`config.mk`:
```
export PLATFORM = sky130hd
export DESIGN_NAME = midi_uart_rx
export DESIGN_NICKNAME = d
export VERILOG_FILES = /design/src/rtl/midi_uart_rx.sv
export SDC_FILE = /design/constraint.sdc
export NUM_CORES = 1
export LEC_CHECK = 0
export BUFFER_PORTS_ARGS = -buffer_cell sky130_fd_sc_hd__buf_2
export CORE_AREA = 2 2 69 71
export DETAILED_ROUTE_END_ITERATION = 10
export DIE_AREA = 0 0 71 73
export GPL_TIMING_DRIVEN = 0
export SYNTH_ARGS = -nofsm -noshare
export SYNTH_HDL_FRONTEND = slang
export SYNTH_SLANG_ARGS = --single-unit
```
`constraint.sdc`:
```
create_clock -name clk_i -period 5.31 [get_ports clk_i]
set_input_delay 0.7965 -clock clk_i [delete_from_list [all_inputs] [get_ports clk_i]]
set_output_delay 0.7965 -clock clk_i [all_outputs]
set_load 0.03 [all_outputs]
```
`src/rtl/midi_uart_rx.sv`:
```
// midi_uart_rx: parametrised serial receiver with 3-sample majority vote and valid/ready output
module midi_uart_rx #(
  parameter int CLK_HZ      = 50_000_000,
  parameter int BIT_RATE_HZ = 31250,
  parameter int DATA_BITS   = 8,
  parameter int PARITY      = 0,
  parameter int STOP_BITS   = 1
) (
  input  logic                 clk_i,
  input  logic                 rst_i,
  input  logic                 rxData_i,
  input  logic                 ready_i,
  output logic [DATA_BITS-1:0] data_o,
  output logic                 valid_o,
  output logic                 parityErr_o,
  output logic                 frameErr_o,
  output logic                 overrun_o
);
  localparam int CPB  = CLK_HZ / BIT_RATE_HZ;
  localparam int HALF = CPB / 2;
  localparam int CW   = $clog2(CPB) + 1;
  typedef enum logic [2:0] {S_IDLE, S_START, S_DATA, S_PAR, S_STOP} state_t;
  state_t               r_state, w_next;
  logic                 r_sync, r_rxs, r_armed, r_s0, r_s1, r_par, r_ferr;
  logic [CW-1:0]        r_cnt;
  logic [3:0]           r_bitn;
  logic [DATA_BITS-1:0] r_shift;
  logic                 w_bit, w_dec, w_end, w_done, w_ferr, w_perr;
  assign w_bit  = (r_s0 & r_s1) | (r_s0 & r_rxs) | (r_s1 & r_rxs);
  assign w_dec  = (r_state != S_IDLE) && (r_cnt == CW'(HALF + 1));
  assign w_end  = r_cnt == CW'(CPB - 1);
  assign w_done = (r_state == S_STOP) && w_dec && (r_bitn == 4'(STOP_BITS - 1));
  assign w_ferr = r_ferr | ~w_bit;
  assign w_perr = (PARITY == 0) ? 1'b0 : ((^r_shift) ^ r_par ^ (PARITY == 1));
  // next-state: the last stop decision returns to IDLE at mid-bit to leave resync margin
  always_comb begin
    w_next = r_state;
    case (r_state)
      S_IDLE:  w_next = (!r_rxs && r_armed) ? S_START : S_IDLE;
      S_START: w_next = (w_dec && w_bit) ? S_IDLE : w_end ? S_DATA : S_START;
      S_DATA:  w_next = (w_end && r_bitn == 4'(DATA_BITS - 1)) ? ((PARITY != 0) ? S_PAR : S_STOP) : S_DATA;
      S_PAR:   w_next = w_end ? S_STOP : S_PAR;
      S_STOP:  w_next = w_done ? S_IDLE : S_STOP;
      default: w_next = S_IDLE;
    endcase
  end
  // state register
  always_ff @(posedge clk_i) begin
    if (rst_i) r_state <= S_IDLE;
    else       r_state <= w_next;
  end
  // synchroniser, bit timing, sampling and frame assembly; armed only re-arms on a high line so a break cannot retrigger
  always_ff @(posedge clk_i) begin
    if (rst_i) begin
      r_sync  <= 1'b1;
      r_rxs   <= 1'b1;
      r_armed <= 1'b0;
      r_cnt   <= '0;
      r_bitn  <= '0;
      r_s0    <= 1'b0;
      r_s1    <= 1'b0;
      r_par   <= 1'b0;
      r_ferr  <= 1'b0;
      r_shift <= '0;
    end else begin
      r_sync  <= rxData_i;
      r_rxs   <= r_sync;
      r_armed <= (r_state == S_IDLE) ? r_rxs : r_armed;
      r_cnt   <= (r_state == S_IDLE || w_end) ? '0 : r_cnt + CW'(1);
      r_bitn  <= (w_next != r_state) ? '0 : (w_end && (r_state == S_DATA || r_state == S_STOP)) ? r_bitn + 4'd1 : r_bitn;
      r_ferr  <= (r_state == S_STOP) ? (r_ferr | (w_dec & ~w_bit)) : 1'b0;
      if (r_cnt == CW'(HALF - 1)) r_s0 <= r_rxs;
      if (r_cnt == CW'(HALF)) r_s1 <= r_rxs;
      if (r_state == S_DATA && w_dec) r_shift <= {w_bit, r_shift[DATA_BITS-1:1]};
      if (r_state == S_PAR && w_dec) r_par <= w_bit;
    end
  end
  // output holding register: load on completion when free or being accepted, otherwise flag overrun
  always_ff @(posedge clk_i) begin
    if (rst_i) begin
      data_o      <= '0;
      valid_o     <= 1'b0;
      parityErr_o <= 1'b0;
      frameErr_o  <= 1'b0;
      overrun_o   <= 1'b0;
    end else if (w_done) begin
      if (!valid_o || ready_i) begin
        data_o      <= r_shift;
        parityErr_o <= w_perr;
        frameErr_o  <= w_ferr;
        valid_o     <= 1'b1;
        overrun_o   <= 1'b0;
      end else begin
        overrun_o   <= 1'b1;
      end
    end else if (valid_o && ready_i) begin
      valid_o   <= 1'b0;
      overrun_o <= 1'b0;
    end
  end
endmodule

```
==> run summary, run 1 <==
clk root buf -> clkbuf_8
TNS Setup -> 0 ns
commonest non-fill, non-tap cell in the layout -> dfxtp_1
area grow syn2layout -> 11.33%
PostCTS Resize Cnt -> 0
post-synthesis cell count -> 212
Via density -> 4.955
RSZ-0062 raised after global routing -> no
core area -> 0.004536 sq mm
Initial DRT Pass Iterations -> 4
Top FF cell, synth -> dfxtp_1
Syn. warnings -> 0
crit path time final -> 2.031 ns
crit-path cells -> ha_1, and4_1, and4_4, buf_6, or3_1, clkbuf_1, nor2_1
Initial DRC Count -> 58
R2R depth -> 7
EDFF count, synth -> 0
highest-count cells in the layout ignoring fill and taps -> dfxtp_1 (44), nor2_1 (41), mux2i_1 (19)
wirelength, routed -> 3.399 mm
reg2reg start -> r_cnt[0]
Yosys top cell area share -> 0.4335
HP Start -> r_sync
CTS Sinks -> 44
IO buf count -> 13
max incr delay on CP -> 0.43 ns
largest area contributor in the netlist -> dfxtp_1
die area -> 0.005183 sq mm
share of cells above drive strength 1 -> 0.1803
area of the mapped netlist -> 0.002032 sq mm
CP arrival -> 2.20 ns
clock buffer depth -> 2
Residual DRC -> 0
Worst R2R End -> r_cnt[3]
total chip power -> 568.0 uW
clk_skew -> 0.008792 ns
antenna fix cells -> 0
cts hold-fix bufs -> 0
worst-skew pair later-pin latency -> 0.30 ns
status -> completed
total track usage -> 0.1398
maximum clock rate -> 492.4 MHz
CTS clock-pin slew for the worst setup and hold paths -> 0.08 ns
nets@finish -> 241
Initial Util -> 0.4480
top cells by area, synth -> dfxtp_1 (43%), mux2i_1 (9.4%), nor2_1 (7.6%), xor2_1 (3.9%), ha_1 (3.1%)
Max-Cap Viols -> 0
routability cong. -> 0.7514
first-pass GRT wire length -> 5.699 mm
Max rail drop VDD -> 142.7 uV
Final Cycle Share -> 0.3825
R2R setup slack -> 3.28 ns
slowest CP cell -> dfxtp_1
Slew Limit Fails -> 0
row count -> 25
Congestion Overflow GR -> 0
Cell Pwr Density -> 251.1 mW/mm^2
endpoints failing hold -> 0
worst rel slew slack -> 0.6514
CTS tree -> done
Setup violations, final -> 0
endpoint type of the worst setup path -> flop
Async S/R FF share, synth -> 0
P_leak -> 0.8343 nW
critical path class -> reg2reg
vias in the first global route -> 1272
initial antenna violation count -> 0
synthesized flop and latch total -> 44
post-CTS setup buffers -> 0
CP required -> 5.48 ns
post-synth cell types -> 44
H-tree depth -> 2
largest net degree at the start of global routing -> 15
DIE HEIGHT -> 73 um
Startpoint Class -> flop
Worst-Margin Slew -> 0.5212 ns
Mean Syn Cell Area -> 9.585 sq um
CP max FO -> 10
register area share after synthesis -> 0.4335
Hold Path Sink -> r_rxs
CTS Buf Count -> 5
hold path cells -> 1
antenna viol nets, final -> 0
via count of the routed design -> 1422
WL per Instance -> 11.84 um
Net Count, Synth -> 221
HPWL after detailed placement -> 2.442 mm
die width -> 71 um
I/O pins -> 16
min-delay worst type -> reg2reg
fillers -> 460
-- layout make-up --
type,instances,area (sq um),area share
multi-input cells,149,1001,0.4425
well taps,54,67.56,0.02987
inverters,9,33.78,0.01493
plain buffers,10,116.4,0.05144
clock inverters,2,15.01,0.006637
flip-flops and latches,44,880.8,0.3894
clock buffers,6,82.58,0.03650
repair buffers,13,65.06,0.02876
-- worst max-delay path by stage --
stage / startpoint / end / slack [ns] / cells after the start
after floorplan: r_cnt[0] / r_bitn[1] / 3.46 / 7
after global routing: r_cnt[0] / r_cnt[2] / 3.07 / 7
final: r_cnt[0] / r_cnt[3] / 3.28 / 7
after global placement: r_cnt[0] / r_cnt[3] / 3.28 / 7
after CTS: r_cnt[0] / r_cnt[3] / 3.25 / 7
after detailed placement: r_cnt[0] / r_cnt[11] / 3.26 / 7
-- routing by layer --
metal / global-route usage / share of wire / vias to the layer above
met5: 0 / 0 / -
met4: 0.05660 / 0.013 / 0
met3: 0.04144 / 0.024 / 4
met2: 0.2170 / 0.45 / 12
met1: 0.1829 / 0.51 / 659
li1: - / - / 747
-- registers in the layout, indices dropped and copies added, names as in the netlist, 3 cells and up --
register / cells
r_bitn: 4
r_shift: 8
data_o: 8
r_state: 3
r_cnt: 12
-- critical path: cells and delay by family (launching register included) --
kind          cells  cell delay (ns)
flops             1             0.43
simple gates      4             0.73
fa+ha+maj         1             0.24
buf+inv           2             0.51
-- synth_stat cells, types with 2 or more instances --
master / n
nand3_1: 10
nand4_1: 3
xor2_1: 9
xnor2_1: 4
inv_1: 9
mux2i_1: 19
nor2_1: 41
nor2b_1: 2
nand2_1: 8
dfxtp_1: 44
nand2b_1: 4
or2_2: 2
buf_6: 2
or3_1: 2
ha_1: 5
buf_4: 2
o21ai_0: 3
nor3_4: 2
nor3_1: 4
and2_1: 2
and3b_1: 3
a21oi_1: 6
clkbuf_8: 4
nor3b_1: 2
-- logic make-up (layout without fill, tap and decap cells) --
family,after synthesis,after routing,share of synthesized area
AND/OR/NAND/NOR,96,96,0.2617
flip-flops,44,44,0.4335
multiplexers,19,19,0.09359
buffers and inverters,19,40,0.07388
AO/OA/AOI/OAI,14,14,0.04311
XOR/XNOR,13,13,0.05603
adder cells (fa/ha/maj),6,6,0.03633
other,1,1,0.001846
-- stage by stage --
stage          hold WS (ns)  instances  setup slack [ns]    util  area (sq um)
2_1_floorplan        0.3895        212             3.455       -          2032
3_3_place_gp         0.3914        279             3.280  0.4772          2165
3_5_place_dp         0.3992        279             3.262  0.4772          2165
4_1_cts              0.4200        287             3.252  0.4988          2262
5_1_grt              0.4363        287             3.074  0.4988          2262
6_report             0.4147        287             3.279  0.4988          2262
-- report_power, final --
group          internal, mW  switching [mW]
clock network         0.105           0.114
logic               0.00799         0.00877
registers             0.331         0.00115
total                 0.445           0.123
(Power assumes the default switching activity.)
==> run 2, diff against run 1 <==
- PLACE_DENSITY: unset -> 0.66
- clock period: 5.31 -> 1.64 ns (I/O delays scaled with it)
==> run 2 against run 1 <==
The flow now finishes with violations (setup timing). Via count rose by 5.3%. Critical path depth fell by 1. Largest cell class unchanged. Final cell count rose by 5.2%. Clock skew rose by 0.0018 ns. Clock power rose to 3.8 times the previous value. Global-route usage rose by 0.77 points. Maximum frequency rose by 19%. Sequential cell count did not move. Critical endpoint is now r_bitn[1].
==> run summary, run 2 (synthesis results as in run 1) <==
failing checks -> setup timing
CP Depth -> 6 (-1)
fillers -> 406 (-12%)
crit path time final -> 1.709 ns (-0.3220 ns)
Initial DRT Pass Iterations -> 4 (unchanged)
Congestion Overflow GR -> 0 (unchanged)
largest registers -> r_cnt: 12 flops, data_o: 8 flops, r_shift: 8 flops
clk root buf -> clkbuf_8
worst-skew pair later-pin latency -> 0.30 ns (about the same)
CP max FO -> 4 (-6)
Setup violations, final -> 4 (+4)
Via density -> 4.960 (+0.11%)
CTS Buf Count -> 5 (unchanged)
P_leak -> 0.9614 nW (+15%)
HPWL after detailed placement -> 2.418 mm (-0.98%)
reg2reg start -> r_cnt[0]
CTS tree -> done
clock buffer depth -> 2 (unchanged)
Reg power frac -> 0.541 (-0.044)
Residual DRC -> 0 (unchanged)
Clock power frac -> 0.424 (+0.039)
Combinational Power Share -> 0.034 (+0.005)
vias in the first global route -> 1310 (+3.0%)
Crit. Startpoint -> r_cnt[0]
Max rail drop VDD -> 412.9 uV (+190%)
Crit path max-delay family -> simple AND/OR/NAND/NOR gates
maximum clock rate -> 585.1 MHz (+19%)
largest net degree at the start of global routing -> 16 (+1)
Startpoint Class -> flop
share of cells above drive strength 1 -> 0.3669 (+0.1867)
Area after DPL -> 0.002201 sq mm (+1.7%)
Pint -> 1.557 mW (+250%)
endpoint type of the worst setup path -> flop
crit-path cells -> ha_4, and4_4, and4_4, nor3b_1, or4b_4, a21oi_2
via count of the routed design -> 1498 (+5.3%)
Worst R2R End -> r_bitn[1]
CTS clock-pin slew for the worst setup and hold paths -> 0.09 ns (about the same)
H-tree depth -> 2 (unchanged)
first-pass GRT wire length -> 5.996 mm (+5.2%)
commonest non-fill, non-tap cell in the layout -> dfxtp_1
core area -> 0.004536 sq mm (unchanged)
Slew Limit Fails -> 0 (unchanged)
max incr delay on CP -> 0.52 ns (+0.09 ns)
Biggest register -> r_cnt
DP Worst Slack -> -0.2659 ns (-3.528 ns)
CTS Sinks -> 44 (unchanged)
nets@finish -> 256 (+6.2%)
max reg flops -> 12 (unchanged)
Final Util -> 0.5810 (+0.08221)
clk_skew -> 0.01062 ns (+0.001826 ns)
design area -> 0.002635 sq mm (+16%)
setup ws final -> -0.06906 ns (-3.348 ns)
initial antenna violation count -> 0 (unchanged)
row count -> 25 (unchanged)
critical path capture point -> r_bitn[1]
critical path class -> reg2reg
highest-count cells in the layout ignoring fill and taps -> dfxtp_1 (36), nor2_1 (28), mux2i_1 (19)
Initial DRC Count -> 37 (-36%)
R2R setup slack -> -0.07 ns (-3.35 ns)
RSZ-0062 raised after global routing -> yes
CP arrival -> 1.94 ns (-0.26 ns)
Final Cycle Share -> 1.042 (+0.6596)
wirelength, routed -> 3.798 mm (+12%)
cell mode on critical path -> and4_4
status -> finished with violations
CP required -> 1.88 ns (-3.60 ns)
min-delay worst type -> in2reg
R2R depth -> 6 (-1)
die width -> 71 um (unchanged)
Cell Pwr Density -> 750.1 mW/mm^2 (+200%)
switching power -> 419.5 uW (+240%)
die area -> 0.005183 sq mm (unchanged)
routability cong. -> 0.7900 (+5.1%)
total track usage -> 0.1475 (+0.007702)
Max-Cap Viols -> 0 (unchanged)
I/O pins -> 16 (unchanged)
WL per Instance -> 12.58 um (+6.2%)
antenna viol nets, final -> 0 (unchanged)
Switching Fraction -> 0.2122 (-0.005115)
IO buf count -> 13 (unchanged)
area grow syn2layout -> 29.68%
final hold slack -> 0.1202 ns (-0.2944 ns)
DIE HEIGHT -> 73 um (unchanged)
endpoints failing hold -> 0 (unchanged)
slowest CP cell -> or4b_4
antenna fix cells -> 0 (unchanged)
Initial Util -> 0.4480 (unchanged)
HP Start -> rxData_i
CP Buf/Inv Count -> 0 (-2)
[run 2: cell types whose count changed in the layout (fill, tap and decap cells not counted), sizes merged]
cell	change
clkinv	+2
buf	+15
clkbuf	-1
clkinvlp	-2
bufinv	+1
[run 2: cell type report]
cell class | instances | area, sq um | share of cell area
well taps | 54 | 67.56 | 0.02564
multi-input cells | 149 | 1170 | 0.4440
repair buffers | 29 | 226.5 | 0.08594
clock inverters | 3 | 47.55 | 0.01804
inverters | 9 | 33.78 | 0.01282
clock buffers | 5 | 68.82 | 0.02612
flip-flops and latches | 44 | 900.9 | 0.3419
plain buffers | 9 | 120.1 | 0.04558
[run 2: per-stage QoR]
step / power (mW) / TNS, ns / std cells
3_5_place_dp: 1.158 / -5.791 / 279
4_1_cts: 1.994 / -0.4685 / 298
6_report: 1.976 / -0.2311 / 302
5_1_grt: 2.057 / -1.953 / 302
2_1_floorplan: 1.146 / -0.8826 / 212
3_3_place_gp: 1.158 / -4.383 / 279
[run 2: power groups by stage]
stage | registers (mW) | logic (mW) | clock network, mW
final | 1.07 | 0.0677 | 0.839
after global routing | 1.07 | 0.0736 | 0.912
after CTS | 1.07 | 0.0577 | 0.864
after detailed placement | 1.10 | 0.0557 | 0
after global placement | 1.10 | 0.0560 | 0
after floorplan | 1.10 | 0.0446 | 0
[run 2: worst min-delay path by stage]
stage	to	cells after the start
3_3_place_gp	r_rxs	1
2_1_floorplan	r_sync	1
5_1_grt	r_sync	2
3_5_place_dp	r_rxs	1
6_report	r_sync	2
4_1_cts	r_sync	2
[run 2: worst reg2reg max path: stages (launching register included)]
cell and delay (ns):
dfxtp_4 0.36, ha_4 0.15, and4_4 0.19, and4_4 0.18, nor3b_1 0.14, or4b_4 0.52, a21oi_2 0.11
[run 2: routing by layer]
metal / global-route usage / wire (um)
met5: 0 / 0
met1: 0.2022 / 1860
met4: 0.05031 / 34
met2: 0.2243 / 1816
met3: 0.04144 / 87
[run 2: what timing repair did]
| action | 4_1_cts | 5_1_grt |
|---|---|---|
| resized for setup | 12 | 40 |
| cloned | 1 | 1 |
| endpoints found under the hold margin | 0 | 0 |
| setup endpoints to repair | 33 | 36 |
| pin swaps | 12 | 18 |
| buffers inserted | 11 | 3 |
| hold buffers | 0 | 0 |
==> run 3, diff against run 2 <==
- clock period: 1.64 -> 1.41 ns (I/O delays scaled with it)
==> run 3 against run 2 <==
The flow still finishes with violations (setup timing). Sequential share of layout area shrank 0.92 points. Design area is 3.0% higher. Combinational power rose by 19%. Count of clock-buffer cells in the layout is 1 higher. Critical path depth did not move. Sequential power increased by 16%. Global-route usage increased by 0.49 points. Setup slack worse by 0.22 ns. Non-clock buffer count rose by 4. Core utilization up 1.8 points. Largest cell class unchanged.
==> run summary, run 3 (synthesis results as in run 1) <==
Congestion Overflow GR -> 0 (unchanged)
Biggest register -> r_cnt
antenna viol nets, final -> 0 (unchanged)
total chip power -> 2.163 mW (+9.4%)
DIE HEIGHT -> 73 um (unchanged)
worst-skew pair later-pin latency -> 0.30 ns (about the same)
switching power -> 487.9 uW (+16%)
P_leak -> 0.9609 nW (about the same)
CTS Sinks -> 44 (unchanged)
Pint -> 1.675 mW (+7.6%)
clk root buf -> clkbuf_8
placed insts -> 279 (unchanged)
R2R depth -> 6 (unchanged)
Worst R2R End -> r_bitn[0]
Residual DRC -> 0 (unchanged)
routability cong. -> 0.8128 (+2.9%)
setup ws final -> -0.2929 ns (-0.2238 ns)
critical path class -> reg2reg
CP arrival -> 1.94 ns (about the same)
cts hold-fix bufs -> 0 (unchanged)
crit path time final -> 1.703 ns (-0.006181 ns)
Hold Path Sink -> r_sync
CTS tree -> done
Startpoint Class -> flop
antenna fix cells -> 0 (unchanged)
via count of the routed design -> 1518 (+1.3%)
I/O pins -> 16 (unchanged)
Clock power frac -> 0.387 (-0.037)
row count -> 25 (unchanged)
commonest non-fill, non-tap cell in the layout -> dfxtp_1
IO buf count -> 13 (unchanged)
Crit. Startpoint -> r_cnt[1]
CP required -> 1.65 ns (-0.23 ns)
highest-count cells in the layout ignoring fill and taps -> dfxtp_1 (34), nor2_1 (29), mux2i_1 (19)
Final Cycle Share -> 1.208 (+0.1656)
wirelength, routed -> 3.861 mm (+1.7%)
HPWL after detailed placement -> 2.386 mm (-1.3%)
Via density -> 4.961 (about the same)
H-tree depth -> 2 (unchanged)
RSZ-0062 raised after global routing -> yes
final hold slack -> 0.08731 ns (-0.03293 ns)
Max rail drop VDD -> 575.9 uV (+39%)
failing checks -> setup timing
Max-Cap Viols -> 0 (unchanged)
nets@finish -> 260 (+1.6%)
area grow syn2layout -> 33.62%
CTS Buf Count -> 5 (unchanged)
initial antenna violation count -> 0 (unchanged)
CP max FO -> 4 (unchanged)
die width -> 71 um (unchanged)
Final Non-Filler Cells -> 306 (+1.3%)
core area -> 0.004536 sq mm (unchanged)
endpoint type of the worst setup path -> flop
Slew Limit Fails -> 0 (unchanged)
clock buffer depth -> 2 (unchanged)
die area -> 0.005183 sq mm (unchanged)
maximum clock rate -> 587.2 MHz (+0.36%)
reg2reg start -> r_cnt[1]
hold path cells -> 2 (unchanged)
Switching Fraction -> 0.2256 (+0.01334)
Initial DRC Count -> 45 (+22%)
R2R setup slack -> -0.29 ns (-0.22 ns)
clk_skew -> 0.006358 ns (-0.004259 ns)
min-delay worst type -> in2reg
vias in the first global route -> 1359 (+3.7%)
Combinational Power Share -> 0.037 (+0.003)
largest registers -> r_cnt: 12 flops, data_o: 8 flops, r_shift: 8 flops
HP Start -> rxData_i
Reg power frac -> 0.575 (+0.034)
Cell Pwr Density -> 796.5 mW/mm^2 (+6.2%)
endpoints failing hold -> 0 (unchanged)
largest net degree at the start of global routing -> 15 (-1)
first-pass GRT wire length -> 6.210 mm (+3.6%)
WL per Instance -> 12.62 um (+0.33%)
Initial DRT Pass Iterations -> 4 (unchanged)
max reg flops -> 12 (unchanged)
status -> finished with violations
CTS clock-pin slew for the worst setup and hold paths -> 0.08 ns (about the same)
share of cells above drive strength 1 -> 0.4008 (+0.03386)
Setup violations, final -> 39 (+35)
total track usage -> 0.1524 (+0.004867)
Initial Util -> 0.4480 (unchanged)
[run 3: changes by cell type in the layout (fill, tap and decap cells not counted), sizes merged]
cell and delta:
clkbuf +1, clkinv -2, buf +4, clkinvlp +2, bufinv -1
[run 3: how the worst max path moves through the flow]
stage               cells past startpoint  slack (ns)          to
floorplan                               7       -0.36   r_bitn[1]
global placement                        7       -0.45   r_bitn[1]
detailed placement                      5       -0.47  r_shift[7]
CTS                                     6       -0.33   r_bitn[1]
global route                            6       -0.40   data_o[5]
finish                                  6       -0.29   r_bitn[0]
[run 3: area by class of cell]
type | count | area, sq um
well taps | 54 | 67.56
fillers | 401 | 1821
clock buffers | 6 | 82.58
plain buffers | 9 | 125.1
flip-flops and latches | 44 | 903.4
repair buffers | 33 | 267.8
clock inverters | 2 | 15.01
inverters | 9 | 33.78
multi-input cells | 149 | 1220
[run 3: stage by stage]
stage	cell area (sq um)	worst slack [ns]	TNS (ns)	util
2_1_floorplan	2072	-0.3616	-6.943	-
5_1_grt	2715	-0.3972	-11.05	0.5986
3_5_place_dp	2205	-0.4673	-12.62	0.4861
3_3_place_gp	2205	-0.4534	-11.94	0.4861
6_report	2715	-0.2929	-8.214	0.5986
4_1_cts	2472	-0.3285	-7.910	0.5451
[run 3: power groups by stage]
stage                     Sequential [mW]  Clock, mW  Combinational [mW]
after floorplan                      1.28          0              0.0519
after global placement               1.28          0              0.0650
after detailed placement             1.28          0              0.0651
after CTS                            1.25      0.872              0.0683
after global routing                 1.25      0.917              0.0874
final                                1.24      0.838              0.0808
[run 3: repair_timing]
| action | 4_1_cts | 5_1_grt |
|---|---|---|
| setup buffers | 11 | 7 |
| gates cloned | 1 | 1 |
| gates resized for setup | 22 | 43 |
| endpoints found under the hold margin | 0 | 0 |
| pin swaps | 15 | 22 |
| endpoints found under the setup margin | 38 | 39 |
[run 3: worst max-delay path, cell delays in order, from the launching register on]
cell     delay (ns)
dfxtp_4        0.36
ha_4           0.15
and4_4         0.16
and4_4         0.19
nor3b_4        0.15
or4b_4         0.52
nor2_1         0.11
[run 3: layer usage]
layer  share of wire  vias to the layer above  track usage
li1                -                      792            -
met1            0.49                      707       0.2062
met2            0.47                       13       0.2305
met3           0.024                        6      0.04144
met4           0.017                        0      0.06289
met5               0                        -            0
